### config.mk
export PLATFORM = sky130hd
export DESIGN_NAME = eth_tx_arb
export DESIGN_NICKNAME = d
export VERILOG_FILES = /design/src/rtl/eth_tx_arb.sv
export SDC_FILE = /design/constraint.sdc
export NUM_CORES = 1
export LEC_CHECK = 0
export BUFFER_PORTS_ARGS = -buffer_cell sky130_fd_sc_hd__buf_2
export CORE_MARGIN = 3
export CORE_UTILIZATION = 49
export CTS_CLUSTER_SIZE = 40
export DETAILED_ROUTE_END_ITERATION = 10
export GPL_TIMING_DRIVEN = 0
export MAX_ROUTING_LAYER = met4
export PLACE_DENSITY = 0.75
export SYNTH_ARGS = -nofsm -noshare
export SYNTH_HDL_FRONTEND = slang
export SYNTH_SLANG_ARGS = --single-unit
### constraint.sdc
create_clock -name Clk -period 2.25 [get_ports Clk]
set_input_delay 0.225 -clock Clk [delete_from_list [all_inputs] [get_ports Clk]]
set_output_delay 0.225 -clock Clk [all_outputs]
set_load 0.02 [all_outputs]
### src/rtl/eth_tx_arb.sv
// Two-requester round-robin packet arbiter feeding one tx byte stream, with IFG insertion and oversize truncation.
// Optional per-requester completed-packet counters are enabled by defining ETH_TX_ARB_STATS_EN.
module eth_tx_arb #(
  parameter int pIFG_CYCLES    = 48,
  parameter int pMAX_PKT_BYTES = 1518
) (
  input  logic       Clk,
  input  logic       Rst,
  input  logic [9:0] Req0_Byte,
  input  logic       Req0_Vld,
  output logic       Req0_Rd,
  input  logic [9:0] Req1_Byte,
  input  logic       Req1_Vld,
  output logic       Req1_Rd,
  output logic [9:0] Tx_Byte,
  output logic       Tx_Vld,
  input  logic       Tx_Rdy,
  output logic [1:0] Grant,
  output logic       Err_Drop,
  output logic       Err_Oversize
`ifdef ETH_TX_ARB_STATS_EN
  ,
  output logic [15:0] Pkt_Cnt0,
  output logic [15:0] Pkt_Cnt1
`endif
);

  typedef enum logic [1:0] {IDLE, STREAM, FLUSH, IFG} state_t;

  localparam logic [10:0] IFG_LOAD = (pIFG_CYCLES > 0) ? 11'(pIFG_CYCLES - 1) : 11'd0;
  localparam logic [10:0] MAX_LAST = 11'(pMAX_PKT_BYTES - 1);
  localparam state_t      END_STATE = (pIFG_CYCLES == 0) ? IDLE : IFG;

  state_t      state, stateNxt;
  logic [10:0] cnt, cntNxt;
  logic        owner, ownerNxt;
  logic        lastSrv, lastSrvNxt;
  logic [9:0]  gByte;
  logic        gVld;
  logic        gRd;
  logic        cand0, cand1;

  assign gByte = owner ? Req1_Byte : Req0_Byte;
  assign gVld  = owner ? Req1_Vld  : Req0_Vld;
  assign gRd   = (state == STREAM) ? (Tx_Rdy & gVld) :
                 (state == FLUSH)  ? gVld : 1'b0;
  assign cand0 = Req0_Vld & Req0_Byte[9];
  assign cand1 = Req1_Vld & Req1_Byte[9];
  assign Grant = ((state == STREAM) || (state == FLUSH)) ? {owner, ~owner} : 2'b00;

  always_ff @(posedge Clk) begin
    if (Rst) begin
      state   <= IDLE;
      cnt     <= 11'd0;
      owner   <= 1'b0;
      lastSrv <= 1'b1;
    end else begin
      state   <= stateNxt;
      cnt     <= cntNxt;
      owner   <= ownerNxt;
      lastSrv <= lastSrvNxt;
    end
  end

  always_comb begin
    stateNxt     = state;
    cntNxt       = cnt;
    ownerNxt     = owner;
    lastSrvNxt   = lastSrv;
    Tx_Byte      = 10'd0;
    Tx_Vld       = 1'b0;
    Req0_Rd      = 1'b0;
    Req1_Rd      = 1'b0;
    Err_Drop     = 1'b0;
    Err_Oversize = 1'b0;
    case (state)
      IDLE: begin
        // Non-SOP bytes are popped and thrown away; SOP bytes wait to be streamed.
        Req0_Rd  = Req0_Vld & ~Req0_Byte[9];
        Req1_Rd  = Req1_Vld & ~Req1_Byte[9];
        Err_Drop = Req0_Rd | Req1_Rd;
        if (cand0 && cand1) ownerNxt = ~lastSrv;
        else if (cand0)     ownerNxt = 1'b0;
        else if (cand1)     ownerNxt = 1'b1;
        if (cand0 || cand1) begin
          stateNxt   = STREAM;
          lastSrvNxt = ownerNxt;
          cntNxt     = 11'd0;
        end
      end
      STREAM: begin
        Tx_Byte = gByte;
        Tx_Vld  = gVld;
        // The last permitted byte carries a forced EOP so downstream closes the frame.
        if (cnt == MAX_LAST) Tx_Byte[8] = 1'b1;
        Req0_Rd = gRd & ~owner;
        Req1_Rd = gRd & owner;
        if (gRd) begin
          cntNxt = cnt + 11'd1;
          if (gByte[8]) begin
            stateNxt = END_STATE;
            cntNxt   = IFG_LOAD;
          end else if (cnt == MAX_LAST) begin
            Err_Oversize = 1'b1;
            stateNxt     = FLUSH;
          end
        end
      end
      FLUSH: begin
        Req0_Rd = gRd & ~owner;
        Req1_Rd = gRd & owner;
        if (gVld && gByte[8]) begin
          stateNxt = END_STATE;
          cntNxt   = IFG_LOAD;
        end
      end
      IFG: begin
        cntNxt = cnt - 11'd1;
        if (cnt == 11'd0) begin
          stateNxt = IDLE;
          cntNxt   = 11'd0;
        end
      end
      default: stateNxt = IDLE;
    endcase
  end

`ifdef ETH_TX_ARB_STATS_EN
  logic pktDone;

  // A packet counts once: at its EOP transfer or at the truncating transfer.
  assign pktDone = (state == STREAM) && gRd && (gByte[8] || (cnt == MAX_LAST));

  always_ff @(posedge Clk) begin
    if (Rst) begin
      Pkt_Cnt0 <= 16'd0;
      Pkt_Cnt1 <= 16'd0;
    end else if (pktDone) begin
      if (owner) Pkt_Cnt1 <= Pkt_Cnt1 + 16'd1;
      else       Pkt_Cnt0 <= Pkt_Cnt0 + 16'd1;
    end
  end
`endif

endmodule

# Yosys cells after proc, flatten, opt, wreduce, memory -nomap -nowiden
# Index checks and enable logic that the tools add are counted.
# W data, S select, Z words.
[word_totals]
regBits = 15
latchBits = 0
mem_bits_rw = 0
mem_bits_ro = 0
in_bits = 25
wordCells = 68
memories = 0
[op_classes]
n_addsub = 2
mul = 0
n_div = 0
n_lt_le_gt_ge = 0
eq_ne = 9
shift = 0
mux = 31
bitwise = 12
n_reduce_logical = 10
[ops]
columns = ["operator", "n"]
rows = [
  ["$mux W11", 5],
  ["$pmux W11 S4", 1],
  ["$mux W10", 2],
  ["$mux W2", 7],
  ["$mux W1", 13],
  ["$add A11 B1 Y11 const B", 1],
  ["$eq A11 B11 Y1 const B", 1],
  ["$logic_not A11 Y1", 1],
  ["$sub A11 B1 Y11 const B", 1],
  ["$pmux W2 S4", 1],
  ["$and A1 B1 Y1", 7],
  ["$ne A2 B2 Y1 const B", 3],
  ["$reduce_and A5 Y1", 1],
  ["$eq A2 B2 Y1 const B", 2],
  ["$not A1 Y1", 4],
  ["$pmux W1 S2", 2],
  ["$ne A3 B2 Y1 const B", 1],
  ["$reduce_and A3 Y1", 1],
  ["$eq A2 B1 Y1 const B", 1],
  ["$logic_and A1 B1 Y1", 2],
  ["$logic_not A2 Y1", 1],
  ["$logic_or A1 B1 Y1", 2],
  ["$ne A2 B1 Y1 const B", 1],
  ["$reduce_and A2 Y1", 1],
  ["2 further kinds", 2],
]

# Depth between registers and ports, before layout
# Gate-level depths: netlist of the first run.
[depth]
ltp_word = 5
ltp_mapped = 8
ltp_nobuf = 7

# Worst setup path before layout of the first run
# Ideal clock, no wire load.
[synth_path]
path_type = "reg-to-output"
start = "register cnt[0]"
end = "output port Err_Oversize"
arrival_ns = 2.037
slack_ns = -0.012
path_stages_with_launch = 5
path_buffers = 0
path_cell_list = "dfxtp_1 > ha_1 > nand4_1 > or4b_2 > nor4_1"
[synth_between]
elab_chain_cells = 5
[synth_rtl]
columns = ["element", "line", "source"]
rows = [
  ["start: declaration", "35", "logic [10:0] cnt, cntNxt;"],
  ["start signal: assignment", "59", "cnt <= cntNxt;"],
  ["$eq A11 B11 Y1", "103", "end else if (cnt == MAX_LAST) begin"],
  ["$mux W1", "103", ""],
  ["$mux W1", "100", "if (gByte[8]) begin"],
  ["$mux W1", "98", "if (gRd) begin"],
  ["$mux W1", "76", "case (state)"],
  ["end: declaration", "20", "output logic Err_Oversize"],
]
# Every way passes these cells.

# Worst setup path after layout of the first run
[layout_path]
start = "register cnt[1]"
end = "output port Tx_Byte[8]"
[layout_between]
elab_chain_cells = 3
[layout_rtl]
columns = ["element", "line", "source"]
rows = [
  ["$eq A11 B11 Y1", "95", "if (cnt == MAX_LAST) Tx_Byte[8] = 1'b1;"],
  ["$mux W1", "95", ""],
  ["$mux W10", "76", ""],
  ["end: declaration", "15", "output logic [9:0] Tx_Byte,"],
]
# Every way passes these cells.

==> results of run 1 <==
-- layer usage --
metal | global-route usage (%) | share of wire [%] | vias up
met4 | 7.989 | 1.6 | 0
met3 | 2.158 | 4.8 | 4
met5 | - | 0 | -
li1 | - | - | 837
met2 | 37.02 | 48 | 54
met1 | 28.94 | 46 | 778
-- Yosys cell counts, types with 3 or more instances --
cell type and n:
o211ai_1 4, and3_1 3, inv_1 13, o21ai_0 6
mux2i_1 15, or3_1 4, xnor2_1 3, ha_1 7
a21oi_1 9, nor2_1 17, dfxtp_1 15, o311ai_0 3
nor3_1 8, nand2_1 17, buf_6 4, nand3_1 7
-- worst max-delay path, stage by stage, from the launching register on --
cell and delay (ns):
dfxtp_4 0.38, inv_1 0.08, ha_1 0.14, nand4_1 0.10, or4b_4 0.59, a21oi_1 0.20, buf_4 0.17
-- placed cells by master, fill, tap and decap left out, drive strengths merged, types with 3 or more instances in the layout --
master / synthesis / layout
nand3: 7 / 7
mux2i: 15 / 15
clkbuf: 5 / 9
ha: 7 / 7
buf: 7 / 48
o21ai: 6 / 6
nor2: 17 / 17
dfxtp: 15 / 15
nand2: 17 / 17
xnor2: 3 / 3
inv: 13 / 13
nor3: 8 / 8
o211ai: 5 / 5
a21oi: 9 / 9
o311ai: 3 / 3
a22o: 4 / 4
or3: 4 / 4
and3: 4 / 4
-- metrics by stage --
step           setup TNS (ns)  hold slack, ns
6_report                    0          0.2096
3_5_place_dp         -0.02890          0.4859
2_1_floorplan               0          0.4098
3_3_place_gp         -0.01215          0.4900
4_1_cts                     0          0.1952
5_1_grt             -0.006205          0.2292
-- worst max path at each step --
stage	startpoint	to	cells after the start
global route	cnt[1]	cnt[2]	9
global placement	cnt[0]	cnt[2]	8
CTS	cnt[1]	Err_Oversize	6
detailed placement	cnt[0]	cnt[2]	8
floorplan	cnt[0]	cnt[2]	8
finish	cnt[1]	Tx_Byte[8]	6
-- registers in the layout, summed over array words and instances (netlist names) --
register  cells
lastSrv       1
owner         1
cnt          11
state         2
-- cell type report --
cell class              instances  area share [%]
multi-input cells             159           60.34
flip-flops and latches         15           15.94
repair buffers                 42           11.60
plain buffers                  12           5.444
well taps                      42           2.722
inverters                      13           2.528
clock buffers                   3           1.167
clock inverters                 1          0.2592
-- cell families after synthesis --
kind of cell / after synthesis
simple gates: 76
compound gates: 55
buf+inv: 25
mux: 16
flops: 15
fa+ha+maj: 7
xor+xnor: 5
-- report_power, final --
part	internal, mW	switching (mW)
sequential	0.317	0.0501
combinational	0.639	0.917
clock	0.0664	0.0998
total	1.02	1.07
-- repair_timing --
item,in CTS,in global routing
endpoints found under the setup margin,5,20
hold buffers,0,0
resized for setup,5,10
pin swaps,1,3
buffers inserted,0,2
==> flow_summary_export.csv, run 1 <==
group,metric,value,unit
cts,cts.path.max_buffers,2,
placement,port_buffers,40,
sta,drv_slew,0,
synthesis,ys.flop_type,"dfxtp_1",
synthesis,yosysUniqueCellTypes,67,
critical_path,critPathKind,"register to primary output",
cts,clkTransAtPathRegs,0.10,ns
cts,cts_tree,"done",
synthesis,synth_warnings,0,
power,p_leak,0.8314,nW
synthesis,synth_edf_count,0,
cts,clk_latency,0.30,ns
sta,tightest_slew,0.6577,ns
cts,cts_buffers,3,
placement,place_area,0.001841,sq mm
route,drt-wirelength-per-cell,14.93,um
power,power.density,1082,mW/mm^2
run_status,status,"completed",
final_layout,fill_cells,269,
global_routing,grt_pass1_wl,7.093,mm
final_layout,seq_area,307.8,sq um
critical_path,critPathArrivalTime,1.97,ns
worst_hold_path,holdPathStages,2,
synthesis,synth-adder-area-share,5.538,%
final_layout,num-nets-final,278,
route,num_vias,1673,
worst_hold_path,hold_class,"input port to register",
placement,place_ws,-0.02188,ns
route,wl,4.284,mm
global_routing,grt_start_max_net_pins,11,
cts,clock-sinks,15,
final_layout,layout-drive-gt1-share,31.43,%
route,post-route-drc-count,0,
synthesis,yosys-top-cells-area,"dfxtp_1 19%, mux2i_1 9.5%, ha_1 5.5%, nand2_1 4.0%, nor2_1 4.0%",
die,std_cell_rows,19,
power,power.total,2.089,mW
synthesis,synth_top_family_by_area,"compound AO/OA/AOI/OAI gates",
sta,fmax,454.7,MHz
synthesis,synth_area_per_cell,7.947,sq um
sta,setup_viol,0,
final_layout,area_growth,22.07,%
cts,htree_num_levels,1,
worst_hold_path,hold_path.startpoint,"Rst",
synthesis,synthMuxAreaShare,10.21,%
placement,place_congestion,0.8391,
synthesis,ys_ff_latch,15,
critical_path,end_kind,"primary output",
critical_path,rrSetupSlack,0.09,ns
route,first_pass_iters,4,
die,floorplan.initialDensity,54.09,%
synthesis,synth_xor_area_share,2.769,%
synthesis,syn_inst,199,
critical_path,path_max_fanout,7,
synthesis,netlist.area_leader.share,18.99,%
global_routing,grt_pass1_vias,1568,
final_layout,fin_util,66.02,%
global_routing,track_usage,22.61,%
critical_path,regToRegEndpoint,"cnt[2]",
die,fp.dieW,62.81,um
die,die_area,0.003945,sq mm
die,core_area,0.002924,sq mm
route,dr.first_iter.drc_count,169,
placement,place_inst,281,
die,die_h,62.81,um
worst_hold_path,hold-path-endpoint,"cnt[0]",
critical_path,crit_required,2.03,ns
synthesis,synthSimpleGateAreaFrac,25.32,%
cts,cts-root-buf,"clkbuf_4",
synthesis,async_flop_share,0,%
critical_path,r2r_cells,9,
synthesis,synthesis.nets,231,
sta,period_needed,2.199,ns
critical_path,r2r_start,"cnt[1]",
die,ios,42,
global_routing,antenna_found_initial,0,
synthesis,syn_area,0.001582,sq mm
run,cap_violations,0,
route,ant_nets,0,
final_layout,fin_cells,287,
sta,period_share,97.75,%
sta,setup_ws,0.05059,ns
synthesis,synth_top_cell_by_area,"dfxtp_1",
synthesis,synth_compound_area_share,27.69,%
sta,fin_worst_skew,0.01029,ns
final_layout,insertedDiodeCount,0,
synthesis,seq_area_frac_synth,18.99,%
critical_path,startpoint_type,"register",
placement,dp_hpwl,3.256,mm
sta,timing_hold_violations_final,0,
final_layout,finish.instance_area,0.001931,sq mm
power,vdd_drop_max,0.0005482,V
global_routing,grt_overflow,0,
sta,slew-limit-headroom,56.15,%
route,viasPerCell,5.829,
final_layout,multi_input_area,0.001165,sq mm
Power figures use the tool's default switching activity.
==> run 2: changes to the inputs <==
CORE_UTILIZATION = 48   (was 49)
PLACE_DENSITY = 0.77   (was 0.75)
clock period = 1.9 ns   (was 2.25 ns; I/O delays follow)
==> run 2 against run 1 <==
  * Worst setup slack worse by 0.20 ns
  * Flip-flop and latch count did not move
  * Critical endpoint is now Err_Oversize
  * Critical path depth unchanged
  * The run now ends with negative setup slack left
==> flow_summary_export.csv, run 2 (synthesis gave the netlist of run 1 again) <==
group,metric,value,unit
sta,rsz0062_at_grt,"yes",
cts,cts-root-buf,"clkbuf_4",
cts,clkTransAtPathRegs,0.10,ns
final_layout,num-nets-final,301,
die,core_area,0.003103,sq mm
global_routing,grt_start_max_net_pins,11,
final_layout,final_common_cell,"buf_2",
critical_path,path_max_fanout,3,
final_layout,largest_register_ffs,11,
critical_path,critPathArrivalTime,1.85,ns
sta,fin_worst_skew,0.003754,ns
run_status,status,"finished, violations left",
sta,timing_hold_violations_final,0,
final_layout,insertedDiodeCount,0,
run,cap_violations,0,
placement,place_congestion,0.8451,
cts,clk_latency,0.30,ns
sta,tightest_slew,0.4453,ns
power,p_leak,0.9853,nW
cts,cts_tree,"done",
global_routing,antenna_found_initial,0,
die,die_area,0.004020,sq mm
placement,place_ws,-0.3114,ns
power,vdd_drop_max,0.001099,V
cts,htree_num_levels,1,
route,wl,5.338,mm
sta,setup_viol,8,
cts,clock-sinks,15,
route,num_vias,1877,
power,power.density,1389,mW/mm^2
final_layout,multi_input_area,0.001343,sq mm
sta,slew-limit-headroom,70.06,%
die,fp.dieW,63.40,um
placement,port_buffers,40,
run_status,violations,"negative setup slack",
cts,cts.path.max_buffers,2,
final_layout,area_growth,48.58,%
route,dr.first_iter.drc_count,172,
route,post-route-drc-count,0,
die,die_h,63.40,um
route,drt-wirelength-per-cell,17.11,um
sta,period_share,107.6,%
critical_path,critPathKind,"register to primary output",
route,first_pass_iters,4,
global_routing,track_usage,24.29,%
sta,fmax,489.0,MHz
sta,drv_slew,0,
sta,setup_ws,-0.1449,ns
global_routing,grt_pass1_vias,1713,
worst_hold_path,hold_class,"input port to register",
critical_path,crit_required,1.71,ns
final_layout,regMostFlops,"cnt",
die,std_cell_rows,20,
global_routing,grt_pass1_wl,7.790,mm
final_layout,reg.largest.list,"cnt: 11 flops, state: 2 flops",
sta,period_needed,2.045,ns
placement,dp_hpwl,3.234,mm
route,viasPerCell,6.016,
global_routing,grt_overflow,0,
final_layout,layout-drive-gt1-share,51.87,%
final_layout,seq_area,324.1,sq um
cts,cts_buffers,3,
critical_path,end_kind,"primary output",
route,ant_nets,0,
sta,fin_hold_ws,0.1914,ns
die,floorplan.initialDensity,50.97,%
final_layout,layout_common_cells,"36 x buf_2, 23 x buf_4, 17 x nand2_1",
critical_path,startpoint_type,"register",
die,ios,42,
final_layout,fill_cells,243,
[run 2: cell types whose count changed in the layout (fill, tap and decap cells not counted), sizes merged]
cell / delta
inv: -1
buf: +23
clkinvlp: +1
[run 2: timing repair]
item / in CTS / in global routing
setup buffers: 13 / 15
pin swaps: 21 / 22
gates resized for setup: 39 / 36
hold buffers: 0 / 0
endpoints found under the setup margin: 27 / 27
[run 2: path summary, 6_finish.rpt]
| path | start | to | slack [ns] | cells past startpoint |
|---|---|---|---|---|
| worst min-delay path | Rst | state[0] | 0.19 | 2 |
| worst max register to register | cnt[5] | state[1] | -0.04 | 7 |
| worst min register to register | lastSrv | lastSrv | 0.51 | 1 |
| worst max-delay path | cnt[1] | Err_Oversize | -0.14 | 6 |
[run 2: report_power, final]
group / switching, mW / total, mW / internal [mW]
Sequential: 0.0629 / 0.452 / 0.389
Clock: 0.126 / 0.205 / 0.0786
Combinational: 1.38 / 2.61 / 1.22
Total: 1.57 / 3.26 / 1.69
[run 2: final cells by class]
class | instances | area share, %
multi-input combinational | 159 | 57.14
timing repair buffer | 66 | 18.37
sequential | 15 | 13.79
buffer | 11 | 4.526
inverter | 13 | 2.662
tap | 44 | 2.343
clock buffer | 3 | 0.9585
clock inverter | 1 | 0.2130
[run 2: critical path, stage by stage (launching register included)]
cell	delay, ns
dfxtp_4	0.37
inv_4	0.07
ha_4	0.11
nand4_1	0.10
or4b_4	0.59
nor4_4	0.14
buf_4	0.18
[run 2: metrics by stage]
| stage | std cells | util (%) | power [mW] | TNS, ns | instance area, sq um |
|---|---|---|---|---|---|
| after floorplan | 199 | - | 1.810 | -0.03037 | 1623 |
| after global placement | 283 | 60.52 | 2.227 | -2.131 | 1878 |
| after detailed placement | 283 | 60.52 | 2.243 | -2.440 | 1878 |
| after CTS | 299 | 68.99 | 2.843 | -1.218 | 2141 |
| after global routing | 312 | 75.73 | 3.470 | -1.371 | 2350 |
| final | 312 | 75.73 | 3.264 | -0.3713 | 2350 |
[run 2: routing by layer]
metal	global-route usage, %	part of all wire (%)	up-vias
li1	-	-	885
met1	29.27	38	886
met4	8.895	3.9	0
met3	3.387	6.7	22
met2	41.07	52	84
met5	-	0	-
